[src/rtl/nmea_pkg.sv]
// Shared NMEA constants: ASCII characters, RMC header, sentence layout and
// the generator FSM state type. Also used by the RMC receive/parse block.
package nmea_pkg;

    // ASCII characters used in the sentence framing
    localparam logic [7:0] CH_DOLLAR = 8'h24;
    localparam logic [7:0] CH_COMMA  = 8'h2C;
    localparam logic [7:0] CH_STAR   = 8'h2A;
    localparam logic [7:0] CH_CR     = 8'h0D;
    localparam logic [7:0] CH_LF     = 8'h0A;
    localparam logic [7:0] CH_A      = 8'h41;
    localparam logic [7:0] CH_V      = 8'h56;
    localparam logic [7:0] CH_ZERO   = 8'h30;

    // Talker + sentence id, first character in the top byte
    localparam logic [39:0] RMC_HDR = "GPRMC";

    // Sentence lengths in bytes, with and without the CR LF trailer
    localparam int unsigned SENT_LEN_CRLF   = 20;
    localparam int unsigned SENT_LEN_NOCRLF = 18;

    // Byte positions inside "$GPRMC,hhmmss,S*HH\r\n"
    localparam logic [4:0] IDX_SOF     = 5'd0;
    localparam logic [4:0] IDX_HDR     = 5'd1;
    localparam logic [4:0] IDX_COMMA_T = 5'd6;
    localparam logic [4:0] IDX_TIME    = 5'd7;
    localparam logic [4:0] IDX_COMMA_S = 5'd13;
    localparam logic [4:0] IDX_STATUS  = 5'd14;
    localparam logic [4:0] IDX_STAR    = 5'd15;
    localparam logic [4:0] IDX_CS_HI   = 5'd16;
    localparam logic [4:0] IDX_CS_LO   = 5'd17;
    localparam logic [4:0] IDX_CR      = 5'd18;
    localparam logic [4:0] IDX_LF      = 5'd19;

    typedef enum logic [1:0] {
        ST_IDLE,
        ST_LATCH,
        ST_SEND,
        ST_DONE
    } rmc_state_t;

endpackage

[src/rtl/nmea_bin2ascii.sv]
// 6-bit binary value (0..63) to two ASCII decimal digits, purely combinational.
module nmea_bin2ascii
    import nmea_pkg::*;
(
    input  logic [5:0] value,
    output logic [7:0] tens,
    output logic [7:0] ones
);

    logic [2:0] tens_bin;
    logic [5:0] rem;

    // Divide by ten with a compare ladder; the range never exceeds 63
    always_comb begin
        tens_bin = '0;
        rem      = value;
        if (value >= 6'd60) begin
            tens_bin = 3'd6;
            rem      = value - 6'd60;
        end else if (value >= 6'd50) begin
            tens_bin = 3'd5;
            rem      = value - 6'd50;
        end else if (value >= 6'd40) begin
            tens_bin = 3'd4;
            rem      = value - 6'd40;
        end else if (value >= 6'd30) begin
            tens_bin = 3'd3;
            rem      = value - 6'd30;
        end else if (value >= 6'd20) begin
            tens_bin = 3'd2;
            rem      = value - 6'd20;
        end else if (value >= 6'd10) begin
            tens_bin = 3'd1;
            rem      = value - 6'd10;
        end
    end

    assign tens = CH_ZERO + {5'd0, tens_bin};
    assign ones = CH_ZERO + {2'd0, rem};

endmodule

[src/rtl/nmea_rmc_gen.sv]
// NMEA $GPRMC time sentence generator: "$GPRMC,hhmmss,S*HH\r\n", streamed one
// byte per valid/ready handshake. Output bytes and status are registered.
module nmea_rmc_gen
    import nmea_pkg::*;
#(
    parameter int CHECK_RANGE = 1,
    parameter int EMIT_CRLF   = 1
) (
    input  logic       clk,
    input  logic       rst_n,
    input  logic       start,
    input  logic [4:0] hr,
    input  logic [5:0] min,
    input  logic [5:0] sec,
    input  logic       fix_ok,
    output logic [7:0] tx_data,
    output logic       tx_valid,
    input  logic       tx_ready,
    output logic       busy,
    output logic       done
);

    localparam logic [4:0] LAST_IDX = (EMIT_CRLF != 0) ? 5'(SENT_LEN_CRLF - 1)
                                                       : 5'(SENT_LEN_NOCRLF - 1);

    rmc_state_t state;

    logic [4:0] hold_hr;
    logic [5:0] hold_min;
    logic [5:0] hold_sec;
    logic       hold_fix;

    logic [7:0] hr_t, hr_o, min_t, min_o, sec_t, sec_o;
    logic [7:0] hr_tens, hr_ones, min_tens, min_ones, sec_tens, sec_ones;
    logic [7:0] status_ch;
    logic [7:0] status_nxt;
    logic [7:0] cs;
    logic [4:0] idx;
    logic [4:0] idx_nxt;
    logic [7:0] next_byte;
    logic       in_range;

    function automatic logic [7:0] hex_ascii(input logic [3:0] nib);
        hex_ascii = (nib < 4'd10) ? (CH_ZERO + {4'd0, nib}) : (8'h37 + {4'd0, nib});
    endfunction

    nmea_bin2ascii u_hr  (.value({1'b0, hold_hr}), .tens(hr_tens),  .ones(hr_ones));
    nmea_bin2ascii u_min (.value(hold_min),        .tens(min_tens), .ones(min_ones));
    nmea_bin2ascii u_sec (.value(hold_sec),        .tens(sec_tens), .ones(sec_ones));

    // Status character: fix flag, optionally vetoed by an out-of-range time
    always_comb begin
        in_range   = (hold_hr <= 5'd23) && (hold_min <= 6'd59) && (hold_sec <= 6'd59);
        status_nxt = (hold_fix && (in_range || (CHECK_RANGE == 0))) ? CH_A : CH_V;
    end

    // Byte to present after the current one is accepted; checksum nibbles
    // read the register, which is final once the status byte has gone out
    always_comb begin
        idx_nxt   = idx + 5'd1;
        next_byte = '0;
        case (idx_nxt)
            IDX_HDR:            next_byte = RMC_HDR[39:32];
            IDX_HDR + 5'd1:     next_byte = RMC_HDR[31:24];
            IDX_HDR + 5'd2:     next_byte = RMC_HDR[23:16];
            IDX_HDR + 5'd3:     next_byte = RMC_HDR[15:8];
            IDX_HDR + 5'd4:     next_byte = RMC_HDR[7:0];
            IDX_COMMA_T:        next_byte = CH_COMMA;
            IDX_TIME:           next_byte = hr_t;
            IDX_TIME + 5'd1:    next_byte = hr_o;
            IDX_TIME + 5'd2:    next_byte = min_t;
            IDX_TIME + 5'd3:    next_byte = min_o;
            IDX_TIME + 5'd4:    next_byte = sec_t;
            IDX_TIME + 5'd5:    next_byte = sec_o;
            IDX_COMMA_S:        next_byte = CH_COMMA;
            IDX_STATUS:         next_byte = status_ch;
            IDX_STAR:           next_byte = CH_STAR;
            IDX_CS_HI:          next_byte = hex_ascii(cs[7:4]);
            IDX_CS_LO:          next_byte = hex_ascii(cs[3:0]);
            IDX_CR:             next_byte = CH_CR;
            IDX_LF:             next_byte = CH_LF;
            default:            next_byte = '0;
        endcase
    end

    // Sentence FSM with registered stream outputs and running XOR checksum
    always_ff @(posedge clk or negedge rst_n) begin
        if (!rst_n) begin
            state     <= ST_IDLE;
            hold_hr   <= '0;
            hold_min  <= '0;
            hold_sec  <= '0;
            hold_fix  <= 1'b0;
            hr_t      <= '0;
            hr_o      <= '0;
            min_t     <= '0;
            min_o     <= '0;
            sec_t     <= '0;
            sec_o     <= '0;
            status_ch <= '0;
            cs        <= '0;
            idx       <= '0;
            tx_data   <= '0;
            tx_valid  <= 1'b0;
            busy      <= 1'b0;
            done      <= 1'b0;
        end else begin
            case (state)
                ST_IDLE: begin
                    done <= 1'b0;
                    if (start) begin
                        hold_hr  <= hr;
                        hold_min <= min;
                        hold_sec <= sec;
                        hold_fix <= fix_ok;
                        busy     <= 1'b1;
                        state    <= ST_LATCH;
                    end
                end
                ST_LATCH: begin
                    hr_t      <= hr_tens;
                    hr_o      <= hr_ones;
                    min_t     <= min_tens;
                    min_o     <= min_ones;
                    sec_t     <= sec_tens;
                    sec_o     <= sec_ones;
                    status_ch <= status_nxt;
                    cs        <= '0;
                    idx       <= IDX_SOF;
                    tx_data   <= CH_DOLLAR;
                    tx_valid  <= 1'b1;
                    state     <= ST_SEND;
                end
                ST_SEND: begin
                    if (tx_valid && tx_ready) begin
                        if ((idx >= IDX_HDR) && (idx <= IDX_STATUS)) begin
                            cs <= cs ^ tx_data;
                        end
                        if (idx == LAST_IDX) begin
                            tx_valid <= 1'b0;
                            tx_data  <= '0;
                            busy     <= 1'b0;
                            done     <= 1'b1;
                            state    <= ST_DONE;
                        end else begin
                            idx     <= idx_nxt;
                            tx_data <= next_byte;
                        end
                    end
                end
                ST_DONE: begin
                    done  <= 1'b0;
                    state <= ST_IDLE;
                end
                default: begin
                    state <= ST_IDLE;
                end
            endcase
        end
    end

endmodule

[config.mk]
export PLATFORM = sky130hd
export DESIGN_NAME = nmea_rmc_gen
export DESIGN_NICKNAME = d
export VERILOG_FILES = /design/src/rtl/nmea_pkg.sv /design/src/rtl/nmea_bin2ascii.sv /design/src/rtl/nmea_rmc_gen.sv
export SDC_FILE = /design/constraint.sdc
export NUM_CORES = 1
export LEC_CHECK = 0
export ABC_AREA = 1
export BUFFER_PORTS_ARGS = -buffer_cell sky130_fd_sc_hd__buf_2
export CORE_MARGIN = 5
export CORE_UTILIZATION = 62
export DETAILED_ROUTE_END_ITERATION = 10
export GPL_ROUTABILITY_DRIVEN = 0
export PLACE_DENSITY_LB_ADDON = 0.2
export SETUP_SLACK_MARGIN = 0.5
export SLEW_MARGIN = 40
export SYNTH_ARGS = -nofsm -noshare
export SYNTH_HDL_FRONTEND = slang
export SYNTH_SLANG_ARGS = --single-unit
[constraint.sdc]
create_clock -name clk -period 3 [get_ports clk]
set_clock_uncertainty 0.2 [all_clocks]
set_input_delay 0.3 -clock clk [delete_from_list [all_inputs] [get_ports clk]]
set_output_delay 0.3 -clock clk [all_outputs]
set_load 0.02 [all_outputs]
* Word-level counts from Yosys, hierarchy flattened
Index checks and enable logic that the tools add are counted.
** Cells by class
- $add $sub $neg :: 29
- Eq/ne operators :: 28
- Bitwise operators :: 1
- Reduce and logical (&&, ||, !) cells :: 19
- Order comparisons :: 25
- Muxes and demuxes :: 61
** Operators with widths (number)
- $pmux W8 S18 :: 1
- $mux W6 :: 18
- $mux W3 :: 15
- $eq A5 B4 Y1 const B :: 8
- $ge A6 B6 Y1 const B :: 6
- $sub A6 B6 Y6 const B :: 6
- $mux W8 :: 4
- $pmux W8 S2 :: 2
- $add A6 B4 Y7 const A :: 4
- $eq A5 B5 Y1 const B :: 5
- $ge A6 B5 Y1 const B :: 4
- $sub A6 B5 Y6 const B :: 4
- $add A6 B3 Y7 const A :: 3
- $add A6 B6 Y7 const A :: 3
- $eq A5 B3 Y1 const B :: 4
- $ge A5 B6 Y1 const B :: 3
- $sub A5 B6 Y6 const B :: 3
- $mux W5 :: 3
- $reduce_and A3 Y1 :: 5
- $mux W7 :: 2
- $ge A6 B4 Y1 const B :: 2
- $le A6 B6 Y1 const B :: 2
- $sub A5 B5 Y6 const B :: 2
- $sub A6 B4 Y6 const B :: 2
- other kinds (25) :: 52
** Storage, ports and cells
- Register bits after elaboration :: 100
- Word-level logic and storage cells :: 181
- Input port bits :: 22

* Depth between registers and ports, before layout
- Depth after elaboration :: 8
- Depth in mapped cells :: 15
- Gate-level depth less buffers :: 14

* Cells and area by module
A second synthesis with hierarchy kept.
** Unflattened totals
- Cell total of the unflattened synthesis :: 1042
- Area total of the unflattened synthesis :: 7423.4 µm²
** By module, submodules not included
- nmea_rmc_gen :: times used 1, area each 5002.3 µm², cells each 619, seq. area each 2377.3 µm²
- nmea_bin2ascii :: times used 3, area each 807.0 µm², cells each 141, seq. area each 0.0 µm²

* Least setup slack after synthesis
Ideal clock, no wire load.
- Kind :: register -> register
- Start :: register hold_hr[3]
- End :: register hr_o[5]
- Stages on the path, launching flop included :: 12
- Slack :: 0.548 ns
- Required time :: 2.717 ns
- Arrival time :: 2.170 ns
- Path through :: dfrtp_1 -> inv_1 -> ha_1 -> inv_1 -> ha_1 -> a31oi_1 -> inv_1 -> or2_1 -> o221ai_1 -> o21ai_0 -> ha_1 -> o21ai_0
** Between the ends
- Word-level cells in the longest chain between the ends :: 8
** RTL lines
- start, declared :: line nmea_rmc_gen.sv:28 : logic [4:0] hold_hr;
- start signal, assigned :: line nmea_rmc_gen.sv:112 : hold_hr <= hr;
- $sub A5 B4 Y6 / $ge A5 B4 Y1 (equally long branches) :: line nmea_bin2ascii.sv:34, nmea_bin2ascii.sv:32
- $mux W6 :: line nmea_bin2ascii.sv:32 : end else if (value >= 6'd10) begin
- $mux W6 :: line nmea_bin2ascii.sv:29 : end else if (value >= 6'd20) begin
- $mux W6 :: line nmea_bin2ascii.sv:26 : end else if (value >= 6'd30) begin
- $mux W6 :: line nmea_bin2ascii.sv:23 : end else if (value >= 6'd40) begin
- $mux W6 :: line nmea_bin2ascii.sv:20 : end else if (value >= 6'd50) begin
- $mux W6 * :: line nmea_bin2ascii.sv:17 : if (value >= 6'd60) begin
- $add A6 B6 Y7 * :: line nmea_bin2ascii.sv:39 : assign ones = CH_ZERO + {2'd0, rem};
- end signal, assigned :: line nmea_rmc_gen.sv:122 : hr_o <= hr_ones;
- end, declared :: line nmea_rmc_gen.sv:33 : logic [7:0] hr_t, hr_o, min_t, min_o, sec_t, sec_o;
Every way passes the cells marked *; elsewhere a longest branch is shown, timed or not.
A chain may end at the register's enable or synchronous reset.

* Final worst setup path
- Start :: register hold_min[2]
- End :: register min_o[5]
** Between the ends
- Word-level cells in the longest chain between the ends :: 8
** RTL lines
- start, declared :: line nmea_rmc_gen.sv:29 : logic [5:0] hold_min;
- start signal, assigned :: line nmea_rmc_gen.sv:113 : hold_min <= min;
- $sub A6 B4 Y6 / $ge A6 B4 Y1 (equally long branches) :: line nmea_bin2ascii.sv:34, nmea_bin2ascii.sv:32
- $mux W6 :: line nmea_bin2ascii.sv:32
- $mux W6 :: line nmea_bin2ascii.sv:29
- $mux W6 :: line nmea_bin2ascii.sv:26
- $mux W6 :: line nmea_bin2ascii.sv:23
- $mux W6 :: line nmea_bin2ascii.sv:20
- $mux W6 * :: line nmea_bin2ascii.sv:17
- $add A6 B6 Y7 * :: line nmea_bin2ascii.sv:39
- end signal, assigned :: line nmea_rmc_gen.sv:124 : min_o <= min_ones;
- end, declared :: line nmea_rmc_gen.sv:33
Marks and branches as above.

==> flow_summary.yaml <==
run_status:
  status: "completed"
floorplan:
  die_w_um: 104
  num_rows: 34
  pin_count: 33
  start_util_pct: 63.3
  dieArea_um2: 10800
  die_y_um: 104
  fp.coreArea_um2: 8680
detailed_routing:
  ant_nets: 0
  remaining_drc_errors: 0
  first_pass_iters: 5
  drt_iter0_drc: 416
  vias: 5465
  routed_wl_um: 14000
  wl_per_cell_um: 14.6
  vias_per_cell: 5.69
cells_and_area:
  drive_gt1_share_pct: 15.4
  fillers: 719
  fin_nets: 913
  area_growth_syn_to_layout_pct: 15.8
  regArea_um2: 1860
  num_antenna_cells: 0
  multi_input_area_um2: 3300
grt:
  grt_overflow_total: 0
  antenna_found_initial: 0
  grt_pass1_wl_um: 23900
  grt_max_degree: 75
  track_usage_pct: 26.0
  grt_pass1_vias: 5186
flow_run:
  cap_violations: 0
clock_tree:
  clk_latency_ns: 0.36
  clk_pin_slew_ns: 0.09
  htree_levels: 3
  numCtsBuffers: 9
  cts_tree: "done"
  cts_buffer_depth: 2
  cts-root-buf: "clkbuf_8"
  numClockSinks: 74
critical_path:
  critPathArrivalTime_ns: 2.48
  cpPeakStageDelay_ns: 0.40
  crit_chain: "buf_4, ha_1, nand2_1, o211ai_1, buf_4, o21ai_0, nand2_1, inv_1, nand2_1, nand2_1, nand2_1, ha_1, o21ai_0"
  critical_path_required_ns: 3.09
  cpMaxStageDelayCell: "dfrtp_2"
  rr_worst_depth: 13
  path_common_cell: "nand2_1"
  cp_max_fo: 8
  cp-start-kind: "flop"
  path_class: "reg2reg"
  cp-end-kind: "flop"
synth:
  yosysSeqAreaShare_pct: 33.7
  netlist_area_um2: 5490
  synthCells: 786
  syn-num-nets: 852
  yosys_warnings: 0
  syn_area_per_cell_um2: 6.99
  synth-seq-cells: 74
  synthDistinctLibCells: 39
timing:
  setup-violations-final: 0
  period_share_pct: 79.7
  hold_violations: 0
  drv_slew: 0
  period_minus_slack_ns: 2.39
  slew_headroom_pct: 56.0
  fmax_ghz: 0.418
  rsz0062_at_grt: "yes"
  worst_pin_slew_ns: 0.661
  fin_setup_tns_ns: 0
  fin_hold_ws_ns: 0.0118
  setup_slack_ns: 0.609
place:
  io_buffers: 31
  pre_cts_ws_ns: 0.276
  dp_hpwl_um: 9850
power:
  power_density_nw_per_um2: 1170
  peakVddDrop_mv: 0.636
  leakage_nw: 3.19
worst_hold_path:
  min_path_cells: 3
  hp-class: "in2reg"
[metal layers]
layer,wire (µm),GRT usage (%),vias up
met4,345,10.5,0
met2,6640,41.4,273
li1,-,-,2700
met5,0,0,-
met1,5960,34.3,2451
met3,1090,5.65,41
[report_power, final]
part	internal [mW]	switching, mW	total (mW)
Clock	0.467	0.395	0.861
Sequential	1.45	0.469	1.92
Combinational	1.73	2.91	4.64
[worst max-delay path: cells and delay by family (launching register included)]
family / cells / cell delay (ns)
fa+ha+maj: 2 / 0.42
flops: 1 / 0.40
compound gates: 3 / 0.50
simple gates: 5 / 0.35
buf+inv: 3 / 0.43
[cell usage after synthesis, drive strengths merged]
cell type / instances / share of area [%]
nand3: 69 / 6.3
o211ai: 3 / 0.41
o21ai: 68 / 6.2
inv: 84 / 5.8
nor3: 6 / 0.64
o21a: 1 / 0.14
a21oi: 47 / 4.3
buf: 8 / 1.0
nand2: 224 / 16
o31ai: 8 / 1.1
nand4: 14 / 1.6
mux2: 1 / 0.21
conb: 1 / 0.068
a31oi: 8 / 0.91
ha: 44 / 10
nor2: 81 / 6.3
xor2: 3 / 0.48
o221ai: 1 / 0.16
xnor2: 12 / 2.3
dfrtp: 74 / 34
clkbuf: 12 / 0.82
a22oi: 2 / 0.27
o21bai: 1 / 0.14
clkinv: 2 / 0.14
or2: 6 / 0.68
o22ai: 6 / 0.68
[logic make-up after synthesis]
family	after synthesis	share of synthesized area [%]
multiplexers	1	0.205
buffers and inverters	106	7.77
AND/OR/NAND/NOR	400	31.2
flip-flops	74	33.7
adder cells (fa/ha/maj)	44	10.0
AO/OA/AOI/OAI	145	14.3
other	1	0.0683
XOR/XNOR	15	2.73
[placed cells by master, fill, tap and decap left out, drive strengths merged, types with 3 or more instances in the layout]
master	count
xnor2	12
buf	55
o22ai	6
o211ai	3
inv	83
clkinvlp	3
or2	6
nand2	224
dlygate4sd3	15
nor2	81
nand4	14
xor2	3
ha	44
o21ai	68
dfrtp	74
nor3	6
o31ai	8
clkinv	5
a31oi	8
a21oi	47
clkbuf	9
nand3	69
[area by class of cell]
cell class | instances | share of cell area, %
Multi-Input combinational cell | 606 | 52.0
Sequential cell | 74 | 29.3
Timing Repair Buffer | 70 | 7.93
Inverter | 86 | 5.23
Tap cell | 108 | 2.13
Clock buffer | 9 | 1.95
Clock inverter | 7 | 1.48
[what timing repair did]
action / 4_1_cts / 5_1_grt
endpoints found under the setup margin: 5 / 17
hold buffers: 14 / 1
setup buffers: 3 / 14
resized for setup: 13 / 33
hold endpoints to repair: 87 / 1
pin swaps: 0 / 3
[final timing paths]
| kind | from | to | slack, ns |
|---|---|---|---|
| max in group asynchronous | rst_n | hold_hr[2] | 1.77 |
| min in group asynchronous | rst_n | tx_valid | 0.31 |
| worst max-delay path | hold_min[2] | min_o[5] | 0.61 |
| worst max register to register | hold_min[2] | min_o[5] | 0.61 |
| worst min-delay path | min[0] | hold_min[0] | 0.01 |
| worst min register to register | status_ch[4] | status_ch[4] | 0.29 |
[sequential cells by signal (all words and copies together), names as in the netlist, 2 cells and up]
signal,cells
hold_min,6
idx,5
tx_data,7
min_t,3
status_ch,2
hr_o,7
cs,7
state,2
hr_t,2
hold_hr,5
min_o,7
hold_sec,6
sec_t,4
sec_o,7
[metrics by stage]
step	cells	total power [mW]	utilization [%]	cell area, µm²
after floorplan	786	4.98	-	5490
after global placement	912	5.84	66.1	5740
after detailed placement	912	5.99	66.1	5740
after CTS	945	6.98	70.8	6140
after global routing	960	8.16	73.3	6360
final	960	7.42	73.3	6360
No activity file was read; power rests on OpenSTA's default activity.
